==> config.mk <==
export PLATFORM = sky130hd
export DESIGN_NAME = bus_slot_scheduler
export DESIGN_NICKNAME = d
export VERILOG_FILES = /design/src/rtl/bus_slot_scheduler.sv
export SDC_FILE = /design/constraint.sdc
export NUM_CORES = 1
export LEC_CHECK = 0
export ABC_AREA = 0
export BUFFER_PORTS_ARGS = -buffer_cell sky130_fd_sc_hd__buf_2
export CAP_MARGIN = 20
export CORE_MARGIN = 2
export CORE_UTILIZATION = 50
export DETAILED_ROUTE_END_ITERATION = 16
export GPL_TIMING_DRIVEN = 0
export PLACE_DENSITY_LB_ADDON = 0.25
export SYNTH_ARGS = -nofsm -noshare
export SYNTH_HDL_FRONTEND = slang
export SYNTH_SLANG_ARGS = --single-unit
export TNS_END_PERCENT = 1
==> constraint.sdc <==
create_clock -name clk_sys_i -period 4.4 [get_ports clk_sys_i]
set_clock_uncertainty 0.05 [all_clocks]
set_input_delay 0.44 -clock clk_sys_i [delete_from_list [all_inputs] [get_ports clk_sys_i]]
set_output_delay 0.44 -clock clk_sys_i [all_outputs]
set_load 0.02 [all_outputs]
==> src/rtl/bus_slot_scheduler.sv <==
// 16-cycle bus frame: video (0-3), Pi (4-7), CPU (8-15); PI_DOUBLE_SLOT_EN lets Pi reuse an idle video slot.
// All outputs are registered from the next frame count; Pi requests that miss a grant edge wait for the next one.
module bus_slot_scheduler #(
  parameter int FRAME_CYCLES = 16,
  parameter int CPU_WR_LAST  = 14
) (
  input  logic clk_sys_i,
  input  logic reset_i,
  input  logic bus_rw_n_i,
  input  logic video_enable_i,
  input  logic pi_pending_i,
  input  logic pi_rw_n_i,
  output logic clk8_o,
  output logic phi2_o,
  output logic cpu_enable_o,
  output logic cpu_read_o,
  output logic cpu_write_o,
  output logic io_read_o,
  output logic video_select_o,
  output logic video_ram_strobe_o,
  output logic video_rom_strobe_o,
  output logic pi_select_o,
  output logic pi_read_o,
  output logic pi_write_o,
  output logic pi_done_o
);

  if (FRAME_CYCLES != 16) begin : g_frame_check
    $error("bus_slot_scheduler: FRAME_CYCLES must be 16");
  end
  if (CPU_WR_LAST < 11 || CPU_WR_LAST > 15) begin : g_wr_last_check
    $error("bus_slot_scheduler: CPU_WR_LAST must be 11..15");
  end

  localparam logic [3:0] WR_LAST = CPU_WR_LAST[3:0];

  logic [3:0] cyc, cyc_nxt;
  logic       vid_act, vid_act_nxt;
  logic       pi_act, pi_act_nxt;
  logic       pi_rw, pi_rw_nxt;
  logic       cpu_rw, cpu_rw_nxt;
  logic       pi_on, pi_strobe;

  always_comb begin
    cyc_nxt     = cyc + 4'd1;
    vid_act_nxt = vid_act;
    pi_act_nxt  = pi_act;
    pi_rw_nxt   = pi_rw;
    cpu_rw_nxt  = cpu_rw;
    if (cyc_nxt == 4'd0) begin
      vid_act_nxt = video_enable_i;
`ifdef PI_DOUBLE_SLOT_EN
      pi_act_nxt  = ~video_enable_i & pi_pending_i;
      pi_rw_nxt   = pi_rw_n_i;
`else
      pi_act_nxt  = 1'b0;
`endif
    end
    // Pi grant edge: request and direction are frozen for the whole slot
    if (cyc_nxt == 4'd4) begin
      pi_act_nxt = pi_pending_i;
      pi_rw_nxt  = pi_rw_n_i;
    end
    if (cyc_nxt == 4'd9) begin
      cpu_rw_nxt = bus_rw_n_i;
    end
  end

  // pi_act only ever holds a grant for the slot the frame is currently in
  assign pi_on     = pi_act_nxt & ~cyc_nxt[3];
  assign pi_strobe = cyc_nxt[1] ^ cyc_nxt[0];

  always_ff @(posedge clk_sys_i or posedge reset_i) begin
    if (reset_i) begin
      cyc                <= 4'hF;
      vid_act            <= 1'b0;
      pi_act             <= 1'b0;
      pi_rw              <= 1'b0;
      cpu_rw             <= 1'b0;
      clk8_o             <= 1'b0;
      phi2_o             <= 1'b0;
      cpu_enable_o       <= 1'b0;
      cpu_read_o         <= 1'b0;
      cpu_write_o        <= 1'b0;
      io_read_o          <= 1'b0;
      video_select_o     <= 1'b0;
      video_ram_strobe_o <= 1'b0;
      video_rom_strobe_o <= 1'b0;
      pi_select_o        <= 1'b0;
      pi_read_o          <= 1'b0;
      pi_write_o         <= 1'b0;
      pi_done_o          <= 1'b0;
    end else begin
      cyc                <= cyc_nxt;
      vid_act            <= vid_act_nxt;
      pi_act             <= pi_act_nxt;
      pi_rw              <= pi_rw_nxt;
      cpu_rw             <= cpu_rw_nxt;
      clk8_o             <= cyc_nxt[0];
      phi2_o             <= cyc_nxt[3];
      cpu_enable_o       <= cyc_nxt[3];
      cpu_read_o         <= cpu_rw_nxt & (cyc_nxt >= 4'd9);
      cpu_write_o        <= ~cpu_rw_nxt & (cyc_nxt >= 4'd11) & (cyc_nxt <= WR_LAST);
      io_read_o          <= cpu_rw_nxt & (cyc_nxt >= 4'd12);
      video_select_o     <= vid_act_nxt & (cyc_nxt[3:2] == 2'b00);
      video_ram_strobe_o <= vid_act_nxt & (cyc_nxt == 4'd1);
      video_rom_strobe_o <= vid_act_nxt & (cyc_nxt == 4'd3);
      pi_select_o        <= pi_on;
      pi_read_o          <= pi_on & pi_rw_nxt & pi_strobe;
      pi_write_o         <= pi_on & ~pi_rw_nxt & pi_strobe;
      pi_done_o          <= pi_on & (cyc_nxt[1:0] == 2'b11);
    end
  end

endmodule

After elaboration in Yosys (flattened, before gate mapping)
Index checks and enable logic that the tools add are counted.
Widths: inputs -> output; s select.

word-level totals
  register bits after elaboration = 20
  input bits = 6
  output and inout bits = 13

operators by class
  add/subtract/negate cells = 1
  order comparisons = 4
  eq/ne operators = 5
  mux-type cells = 5
  bitwise logic cells = 17
  reductions and logical operators = 2

operators by type and width
  cell                 count
  $and 1x1->1          13
  $ge 4x4->1 const B   3
  $mux 1               5
  $add 4x1->4 const B  1
  $eq 4x1->1 const B   1
  $eq 4x2->1 const B   1
  $eq 4x3->1 const B   1
  $eq 4x4->1 const B   1
  $le 4x4->1 const B   1
  $logic_not 4->1      1
  $not 1->1            3
  $eq 2x2->1 const B   1
  $logic_not 2->1      1
  $xor 1x1->1          1

Longest topological paths before layout
  depth in word-level cells = 7
  mapped depth = 6

Worst setup path before layout
Ideal clock, no wire load.

  path kind = reg-to-reg
  start point = reg cyc[0]
  end point = reg pi_write_o
  data arrival time = 1.559 ns
  required time = 4.249 ns
  setup slack = 2.690 ns
  cell stages (with the launch flop) = 7
  clock period less this slack = 1.710 ns
  path through = dfstp_2 > ha_1 > buf_6 > nor3b_1 > mux2i_1 > inv_1 > nor4_1

RTL lines
  what                       RTL line  RTL
  start, declared            37        logic [3:0] cyc, cyc_nxt;
  start signal, assigned     94        cyc <= cyc_nxt;
  $add 4x1->4                45        cyc_nxt = cyc + 4'd1;
  $eq 4x3->1                 60        if (cyc_nxt == 4'd4) begin
  $mux 1                     60
  via pi_rw_nxt              40        logic pi_rw, pi_rw_nxt;
  $not 1->1                  110       pi_write_o <= pi_on & ~pi_rw_nxt & pi_strobe;
  $and 1x1->1 (2 in series)  110
  end signal, assigned       110
  end, declared              24        output logic pi_write_o,

The timed path passes the listed nets, and every way through them passes these cells.

Final worst setup path
  start point = reg cyc[1]
  end point = reg pi_write_o

The elaborated chain is that of the path after synthesis.

==> impl_metrics.toml <==
[outcome]
status = "completed"

[clocking]
cts.clk_slew.worst_paths_ns = 0.11
hold_buffers = 0
cts.sinks = 20
cts_tree = "built"
max-clock-path-buffers = 2
root_buffer = "clkbuf_4"
cts_setup_buffers = 0
worstSkewPairLatency_ns = 0.30
htree_levels = 1
numCtsBuffers = 3
post_cts_resized = 0

[drt]
drt_iter0_markers = 8
detail_route.wl_per_cell_um = 11.7
viasPerCell = 4.79
drc = 0
ant_nets = 0
wl_um = 1390
num_vias = 570
first_pass_iters = 4

[power_and_ir_drop]
clkPwrFrac_pct = 34.8
p_per_area_nw_per_um2 = 281
power.internal_uw = 239
cellLeakagePower_nw = 0.529
p_comb_share_pct = 3.3
p_total_uw = 301
pwr-share-seq_pct = 61.9
p_sw_share_pct = 20.3
switching_power_uw = 61.2
ir_drop_v = 0.000210

[global_route]
grt-busiest-layer = "met2"
grt_pass1_wl_um = 2330
track_usage_pct = 16.2
grt_max_degree = 21
overflow = 0
met1_usage_pct = 21.1
antenna_found_initial = 0
first_global_vias = 502
grt_util_met3_pct = 3.53
met2_usage_pct = 24.7

[place]
place_ws_ns = 2.49
place.detailed.hpwl_um = 1030
gp_congestion = 0.689
port_buffers = 18

[timing]
holdWs_ns = 0.182
setup_viol = 0
period_share_pct = 43.6
min_period_ns = 1.92
relSlewSlack_pct = 53.4
setup_slack_ns = 2.48
timing.setup.tns_ns = 0
hold_violations = 0
max_freq_mhz = 522
rsz0062_at_grt = "no"
worst_pin_slew_ns = 0.698
slew_viol_final = 0

[cells_and_area]
layout.cells.most_common = "buf_2"
largest_reg_flops = 4
multi_input_area_um2 = 354
nets = 105
area_growth_syn_to_layout_pct = 17.3
register_area_um2 = 505
drive_gt1_share_pct = 38.3
diodes = 0
layout_common_cells = "buf_2 (18), dfrtp_1 (16), inv_1 (6)"
fillCellCount = 142
top_register = "cyc"

[synthesis]
ys_types = 30
synth-seq-cells = 20
synth.cell_area_um2 = 912
synth_warnings = 0
syn_inst = 72
yosysSeqAreaShare_pct = 55.4
avgSynthCellArea_um2 = 12.7
mappedNetlistNets = 82

[worst_setup_path]
crit_chain = "ha_1, buf_6, nor3b_1, mux2i_1, inv_1, nor4_1"
cpPeakStageDelay_ns = 0.61
critPathLaunchType = "register"
path_class = "reg -> reg"
cp.arrival_ns = 2.07
critPathMaxFanout = 9
end_kind = "register"
cp.required_ns = 4.56
cp_slowest_cell = "dfstp_2"

[floorplanning]
die_h_um = 46.7
die_area_um2 = 2180
num_rows = 15
core_area_um2 = 1730
ios = 19
start_util_pct = 52.8
die_w_um = 46.7

[run]
cap_viol_max_count = 0

[min_path]
hold_class = "in -> async"
## routing by layer
layer	vias to the layer above	wire length, um
met2	16	640
met3	4	55
met1	262	663
met5	-	0
met4	0	33
li1	288	-
## cell families (layout without fill, tap and decap cells)
kind of cell	count (synthesis)	in the layout	synth area share [%]
simple gates	26	26	17.6
mux	6	6	6.86
compound gates	5	5	4.94
flops	20	20	55.4
xor+xnor	2	2	3.98
fa+ha+maj	4	4	5.49
buf+inv	9	31	5.76
## path summary, 6_finish.rpt
path	start	endpoint	slack, ns	cells past startpoint
worst max-delay path	cyc[1]	pi_write_o	2.48	6
worst min-delay path	reset_i	video_rom_strobe_o	0.18	2
worst max register to register	cyc[1]	pi_write_o	2.48	6
worst min register to register	vid_act	vid_act	0.45	1
max in group asynchronous	reset_i	clk8_o	3.68	2
min in group clk_sys_i	video_enable_i	vid_act	0.32	2
## area by class of cell
type	instances	area share, %
inverters	6	2.11
well taps	25	2.92
clock buffers	4	3.39
repair buffers	18	8.42
plain buffers	3	2.81
flip-flops and latches	20	47.3
multi-input cells	43	33.1
## through the flow
step / instances / area, um^2 / util, %
after floorplan: 72 / 912 / -
after global placement: 115 / 1030 / 59.9
after detailed placement: 115 / 1030 / 59.9
after CTS: 119 / 1070 / 62.0
after global routing: 119 / 1070 / 62.0
final: 119 / 1070 / 62.0
## critical path: cells and delay by family (launching register included)
family,cells,cell delay [ns]
DFF,1,0.61
adders and majority gates,1,0.18
buffers and inverters,2,0.21
and+or+nand+nor,2,0.48
muxes,1,0.29
## Yosys cell counts
cell	count	share of area (%)
o22ai_1	1	0.69
nor2_1	3	1.2
nand3_4	1	1.9
or2_1	1	0.69
and2_1	4	2.7
nor4_1	2	1.4
and3_1	1	0.69
nor3b_1	1	0.82
dfrtp_1	16	44
o211ai_1	1	0.82
nand3_1	2	1.1
nor2b_1	1	0.69
o2bb2ai_2	1	1.6
buf_4	1	0.82
nor3_1	1	0.55
mux2i_1	4	4.4
buf_6	2	2.5
xnor2_4	1	3.0
mux2_1	1	1.2
dfstp_2	4	12
nor2_2	2	1.4
nand2_1	5	2.1
mux2_2	1	1.2
a21oi_1	1	0.55
xor2_1	1	0.96
nand3b_1	1	0.82
o221a_1	1	1.2
inv_1	6	2.5
nor2b_4	1	1.5
ha_1	4	5.5
## power by group through the flow
stage | Combinational (mW) | Clock [mW] | Sequential [mW]
CTS | 0.0102 | 0.107 | 0.186
detailed placement | 0.0101 | 0 | 0.190
finish | 0.00979 | 0.105 | 0.186
floorplan | 0.00456 | 0 | 0.191
global placement | 0.00985 | 0 | 0.190
global route | 0.0115 | 0.115 | 0.186
Power figures use the tool's default switching activity.
